===== src/rtl/constant_gpack.sv =====
// Project-wide structural constants shared by the reflector datapath.
package constant_gpack;
  localparam int channel_width = 16;
endpackage


===== src/rtl/error_gpack.sv =====
// Precision constants for residual-error processing.
package error_gpack;
  localparam int est_error_precision = 8;
  // Sum of two squared errors always fits without overflow.
  localparam int energy_precision = 2 * est_error_precision + 1;
endpackage


===== src/rtl/symbol_adjust_detector_pkg.sv =====
// Shared types and helpers for the symbol-adjust detector.
package symbol_adjust_detector_pkg;
  localparam int lanes    = constant_gpack::channel_width;
  localparam int err_w    = error_gpack::est_error_precision;
  localparam int energy_w = error_gpack::energy_precision;
  localparam int pop_w    = $clog2(lanes + 1);

  typedef logic [energy_w-1:0]     energy_t;
  typedef logic signed [err_w-1:0] err_t;
  typedef logic [lanes-1:0]        lane_mask_t;
  typedef logic [pop_w-1:0]        pop_t;

  function automatic energy_t pair_energy(input err_t cur, input err_t prev);
    logic signed [energy_w-1:0] c;
    logic signed [energy_w-1:0] p;
    c = energy_w'(cur);
    p = energy_w'(prev);
    return energy_t'(c * c + p * p);
  endfunction

  function automatic pop_t popcount(input lane_mask_t m);
    pop_t n;
    n = '0;
    for (int i = 0; i < lanes; i++) n = n + pop_t'(m[i]);
    return n;
  endfunction
endpackage


===== src/rtl/symbol_adjust_detector_holdoff_scan.sv =====
// Serial holdoff scan over one frame; the countdown carries across frames.
module symbol_adjust_detector_holdoff_scan
  import symbol_adjust_detector_pkg::*;
#(
  parameter int holdoff = 2,
  parameter int hold_w  = 2
) (
  input  lane_mask_t        flags,
  input  logic [hold_w-1:0] hold_cnt,
  output lane_mask_t        accepted,
  output logic [hold_w-1:0] hold_next
);
  localparam logic [hold_w-1:0] hold_load = hold_w'(holdoff);
  localparam logic [hold_w-1:0] hold_one  = hold_w'(1);

  always_comb begin
    logic [hold_w-1:0] c;
    c        = hold_cnt;
    accepted = '0;
    for (int i = 0; i < lanes; i++) begin
      if (c != '0) begin
        c = c - hold_one;
      end else if (flags[i]) begin
        accepted[i] = 1'b1;
        c           = hold_load;
      end
    end
    hold_next = c;
  end
endmodule


===== src/rtl/symbol_adjust_detector.sv =====
// Flags likely symbol errors from two-sample residual energy and issues +/-1 adjusts.
module symbol_adjust_detector
  import symbol_adjust_detector_pkg::*;
#(
  parameter int sym_bitwidth   = 2,
  parameter int holdoff        = 2,
  parameter int count_bitwidth = 16
) (
  input  logic                           clk,
  input  logic                           rstb,
  input  logic                           en,
  input  logic                           clr_count,
  input  logic [energy_w-1:0]            thresh,
  input  logic [sym_bitwidth-1:0]        symbols_in [lanes],
  input  logic signed [err_w-1:0]        res_errors_in [lanes],
  output logic signed [sym_bitwidth-1:0] symbol_adjust_out [lanes],
  output logic [sym_bitwidth-1:0]        symbols_out [lanes],
  output logic signed [err_w-1:0]        res_errors_out [lanes],
  output logic [count_bitwidth-1:0]      corr_count
);
  localparam int hold_w = (holdoff < 1) ? 1 : $clog2(holdoff + 1);
  localparam int sum_w  = count_bitwidth + 1;
  localparam logic [sym_bitwidth-1:0]        sym_max = '1;
  localparam logic signed [sym_bitwidth-1:0] adj_pos = sym_bitwidth'(1);
  localparam logic signed [sym_bitwidth-1:0] adj_neg = '1;

  // Stage 1 state
  lane_mask_t                    flag_q, dir_q;
  err_t                          prev_err_q;
  logic [sym_bitwidth-1:0]       sym_q1 [lanes];
  err_t                          err_q1 [lanes];
  // Stage 2 state
  logic signed [sym_bitwidth-1:0] adj_q [lanes];
  logic [sym_bitwidth-1:0]        sym_q2 [lanes];
  err_t                           err_q2 [lanes];
  lane_mask_t                     acc_q;
  logic [hold_w-1:0]              hold_cnt;
  logic [count_bitwidth-1:0]      count_q;

  err_t       prev_arr [lanes];
  lane_mask_t flag_d, dir_d, accepted;
  logic [hold_w-1:0] hold_next;
  logic signed [sym_bitwidth-1:0] adj_d [lanes];
  logic [sum_w-1:0] count_sum;

  // Serial predecessor of each lane; lane 0 looks back into the previous frame.
  always_comb begin
    prev_arr[0] = prev_err_q;
    for (int i = 1; i < lanes; i++) prev_arr[i] = res_errors_in[i-1];
  end

  always_comb begin
    flag_d = '0;
    dir_d  = '0;
    for (int i = 0; i < lanes; i++) begin
      dir_d[i]  = ~res_errors_in[i][err_w-1];
      flag_d[i] = en
                  && (pair_energy(res_errors_in[i], prev_arr[i]) > thresh)
                  && (res_errors_in[i] != '0)
                  && !(dir_d[i] && (symbols_in[i] == sym_max))
                  && !(!dir_d[i] && (symbols_in[i] == '0));
    end
  end

  always_ff @(posedge clk) begin
    if (!rstb) begin
      flag_q     <= '0;
      dir_q      <= '0;
      prev_err_q <= '0;
      sym_q1     <= '{default: '0};
      err_q1     <= '{default: '0};
    end else begin
      flag_q     <= flag_d;
      dir_q      <= dir_d;
      prev_err_q <= res_errors_in[lanes-1];
      sym_q1     <= symbols_in;
      err_q1     <= res_errors_in;
    end
  end

  symbol_adjust_detector_holdoff_scan #(
    .holdoff (holdoff),
    .hold_w  (hold_w)
  ) holdoff_scan (
    .flags     (flag_q),
    .hold_cnt  (hold_cnt),
    .accepted  (accepted),
    .hold_next (hold_next)
  );

  always_comb begin
    adj_d = '{default: '0};
    for (int i = 0; i < lanes; i++) begin
      if (accepted[i]) adj_d[i] = dir_q[i] ? adj_pos : adj_neg;
    end
  end

  always_ff @(posedge clk) begin
    if (!rstb) begin
      adj_q    <= '{default: '0};
      sym_q2   <= '{default: '0};
      err_q2   <= '{default: '0};
      acc_q    <= '0;
      hold_cnt <= '0;
    end else begin
      adj_q    <= adj_d;
      sym_q2   <= sym_q1;
      err_q2   <= err_q1;
      acc_q    <= accepted;
      hold_cnt <= hold_next;
    end
  end

  // One extra bit catches wrap so the counter can pin at all-ones.
  assign count_sum = {1'b0, count_q} + sum_w'(popcount(acc_q));

  always_ff @(posedge clk) begin
    if (!rstb || clr_count) begin
      count_q <= '0;
    end else if (count_sum[count_bitwidth]) begin
      count_q <= '1;
    end else begin
      count_q <= count_sum[count_bitwidth-1:0];
    end
  end

  assign symbol_adjust_out = adj_q;
  assign symbols_out       = sym_q2;
  assign res_errors_out    = err_q2;
  assign corr_count        = count_q;
endmodule


===== config.mk =====
export PLATFORM = sky130hd
export DESIGN_NAME = symbol_adjust_detector
export DESIGN_NICKNAME = d
export VERILOG_FILES = /design/src/rtl/constant_gpack.sv /design/src/rtl/error_gpack.sv /design/src/rtl/symbol_adjust_detector_pkg.sv /design/src/rtl/symbol_adjust_detector_holdoff_scan.sv /design/src/rtl/symbol_adjust_detector.sv
export SDC_FILE = /design/constraint.sdc
export NUM_CORES = 2
export LEC_CHECK = 0
export CAP_MARGIN = 20
export CORE_MARGIN = 2
export CORE_UTILIZATION = 61
export DETAILED_ROUTE_END_ITERATION = 7
export GPL_ROUTABILITY_DRIVEN = 1
export PLACE_DENSITY = 0.82
export SYNTH_ARGS = -nofsm -noshare
export SYNTH_HDL_FRONTEND = slang
export SYNTH_SLANG_ARGS = --single-unit

===== constraint.sdc =====
create_clock -name clk -period 20.7 [get_ports clk]
set_input_delay 4.14 -clock clk [delete_from_list [all_inputs] [get_ports clk]]
set_output_delay 4.14 -clock clk [all_outputs]
set_load 0.01 [all_outputs]

==> impl_metrics.toml <==
[outcome]
status = "completed"

[critical_path]
cp_slowest_cell = "clkdlybuf4s50_1"
crit_type = "input port to flip-flop"
cp_data_arrival_time_ns = 13.50
startpoint = "res_errors_in[127]"
cp_slowest_stage_delay_ns = 0.82
required_ns = 21.26
timing.rr.start = "err_q1[0]$_SDFF_PN0_"
end_kind = "flip-flop"
path_max_fanout = 19
cpMostUsedCell = "fa_1"
start_kind = "input port"

[clocking]
cts_tree = "built"
htree_levels = 2
numCtsBuffers = 48
cts_resized = 0
postCtsHoldBufs = 0
cts_setup_buffers = 0
clock-root-buffer = "clkbuf_16"
clk_path_buf_depth = 3
cts.sinks = 418
clk_pin_slew_ns = 0.07
clock_latency_ns = 0.64

[placed_design]
port_buffers = 388
detailed_place_hpwl_um = 128000
place_congestion = 0.921

[global_route]
grt_pass1_wl_um = 263000
grt_max_degree = 112
gr-total-overflow = 0
grt_use_total_pct = 30.3
grt_pass1_vias = 52400
antenna_found_initial = 7

[sta]
fmax_mhz = 77.3
tns_ns = 0
tightestPinTransition_ns = 1.14
relSlewSlack_pct = 23.4
worst_clock_skew_ns = 0.0355
rsz0062_at_grt = "no"
fin_crit_sh_pct = 62.5
setup_viol = 0
drv_slew = 0
final.min_clock_period_ns = 12.94
hold_viol_final = 0

[route]
drt-total-wl_um = 159000
drt_iter0_markers = 2793
num_vias = 49800
wl_per_cell_um = 18.0
ant_nets = 0
drcViolationCount = 0
viasPerCell = 5.64
dr.pass1.iters = 6

[hold_path]
worstHoldPathType = "flip-flop to flip-flop"
hp-start = "dir_q[5]$_SDFF_PN0_"

[synth]
avgSynthCellArea_um2 = 8.94
synth_area_um2 = 63900
synthArstFlopShare_pct = 0
synth_edf_count = 0
synth_ff_type = "dfxtp_1"
synth_cell_types = 74
synth.ff_latch_count = 418
ys_seq_area_share_pct = 13.1
synthCells = 7149
syn_nets = 9154
yosysWarnings = 0

[floorplanning]
die_h_um = 328
dieArea_um2 = 107000
rows = 118
floorplan.initialDensity_pct = 61.6
ios = 389
core-area_um2 = 104000
die_w_um = 328

[layout]
final_cell_mix = "1260 x inv_1, 974 x ha_1, 850 x fa_1"
syn_to_final_growth_pct = 10.5
drive_above_1_share_pct = 2.40
final_nets = 9417
mostFrequentLayoutCell = "inv_1"

[flow_run]
drv_cap = 0
## Yosys cell counts, drive strengths merged, types with 6 or more instances
cell type | instances | area (µm²)
inv | 1261 | 4730
ha | 974 | 12200
fa | 850 | 17000
and2 | 519 | 3250
dfxtp | 418 | 8370
nor2 | 412 | 1550
xnor2 | 404 | 3540
nand2 | 400 | 1500
a21oi | 300 | 1500
clkbuf | 195 | 732
nor3 | 181 | 906
nor2b | 147 | 920
o21ai | 123 | 616
a21o | 119 | 893
xor2 | 75 | 657
nand3 | 74 | 370
nand2b | 72 | 450
a31oi | 70 | 438
o211ai | 66 | 495
o21a | 59 | 443
and3 | 49 | 307
nand4 | 49 | 307
a211oi | 40 | 313
or2 | 34 | 213
nor4 | 33 | 206
o21bai | 30 | 225
a2111oi | 22 | 211
o41ai | 18 | 173
or4 | 16 | 120
o31ai | 13 | 97.6
a2111o | 11 | 124
or3 | 11 | 68.8
a31o | 10 | 87.6
a221oi | 9 | 78.8
o221a | 7 | 105
a221o | 6 | 60.1
or4b | 6 | 60.1
## cell type report
cell class	count	area (µm²)
diodes	3	7.51
clock buffers	55	1280
clock inverters	33	405
fillers	8032	33100
inverters	1261	4740
multi-input cells	5271	50100
flip-flops and latches	418	8370
well taps	1380	1730
repair buffers	412	4070
## worst max-delay path: cells and delay by family
kind                       cells  cell delay [ns]
adders and majority gates     12             4.95
AOI/OAI and AO/OA             10             1.91
buffers and inverters          7             1.19
and+or+nand+nor                5             1.05
xor gates and xnor gates       2             0.24
## worst paths after layout
check                                     end  slack, ns  cells past startpoint
max                      flag_q[0]$_SDFF_PN0_       7.76                     36
max reg2reg              flag_q[0]$_SDFF_PN0_      14.09                     23
min          symbol_adjust_out[21]$_SDFF_PN0_       0.38                      1
min reg2reg  symbol_adjust_out[21]$_SDFF_PN0_       0.38                      1
## logic make-up (layout without fill, tap and decap cells)
kind of cell               count (synthesis)  after routing  share of synthesized area (%)
and+or+nand+nor                         2023           2023                           16.3
muxes                                      4              4                         0.0685
xor gates and xnor gates                 479            479                           6.56
adders and majority gates               1824           1824                           45.7
DFF                                      418            418                           13.1
AOI/OAI and AO/OA                        941            941                           9.77
buffers and inverters                   1460           1761                           8.59
other                                      0              3                              0
## metal layers
metal,up-vias,global-route usage [%],part of all wire (%)
met5,-,0,0.019
met4,4,11.3,4.1
met3,363,4.21,6.3
met2,1515,52.0,48
met1,24300,38.8,41
li1,23600,-,-
## state kept, by name, summed over array words and instances, names as in the netlist
register           flops
err_q1               128
res_errors_out       128
sym_q1                32
symbol_adjust_out     32
symbols_out           32
acc_q                 16
corr_count            16
dir_q                 16
flag_q                16
hold_cnt               2
## stage by stage
stage | cells | instance area, µm² | worst slack [ns] | util, % | hold WS [ns]
detailed placement | 8742 | 69000 | 7.18 | 66.5 | 0.372
floorplan | 7149 | 63900 | 8.24 | - | 0.367
finish | 8833 | 70700 | 7.76 | 68.1 | 0.382
global placement | 8742 | 69000 | 7.30 | 66.5 | 0.371
CTS | 8830 | 70700 | 7.81 | 68.1 | 0.384
global route | 8831 | 70700 | 7.18 | 68.1 | 0.390
Power is not shown: default switching activity piles up to over one toggle a cycle in this logic, so the estimate is an artifact.
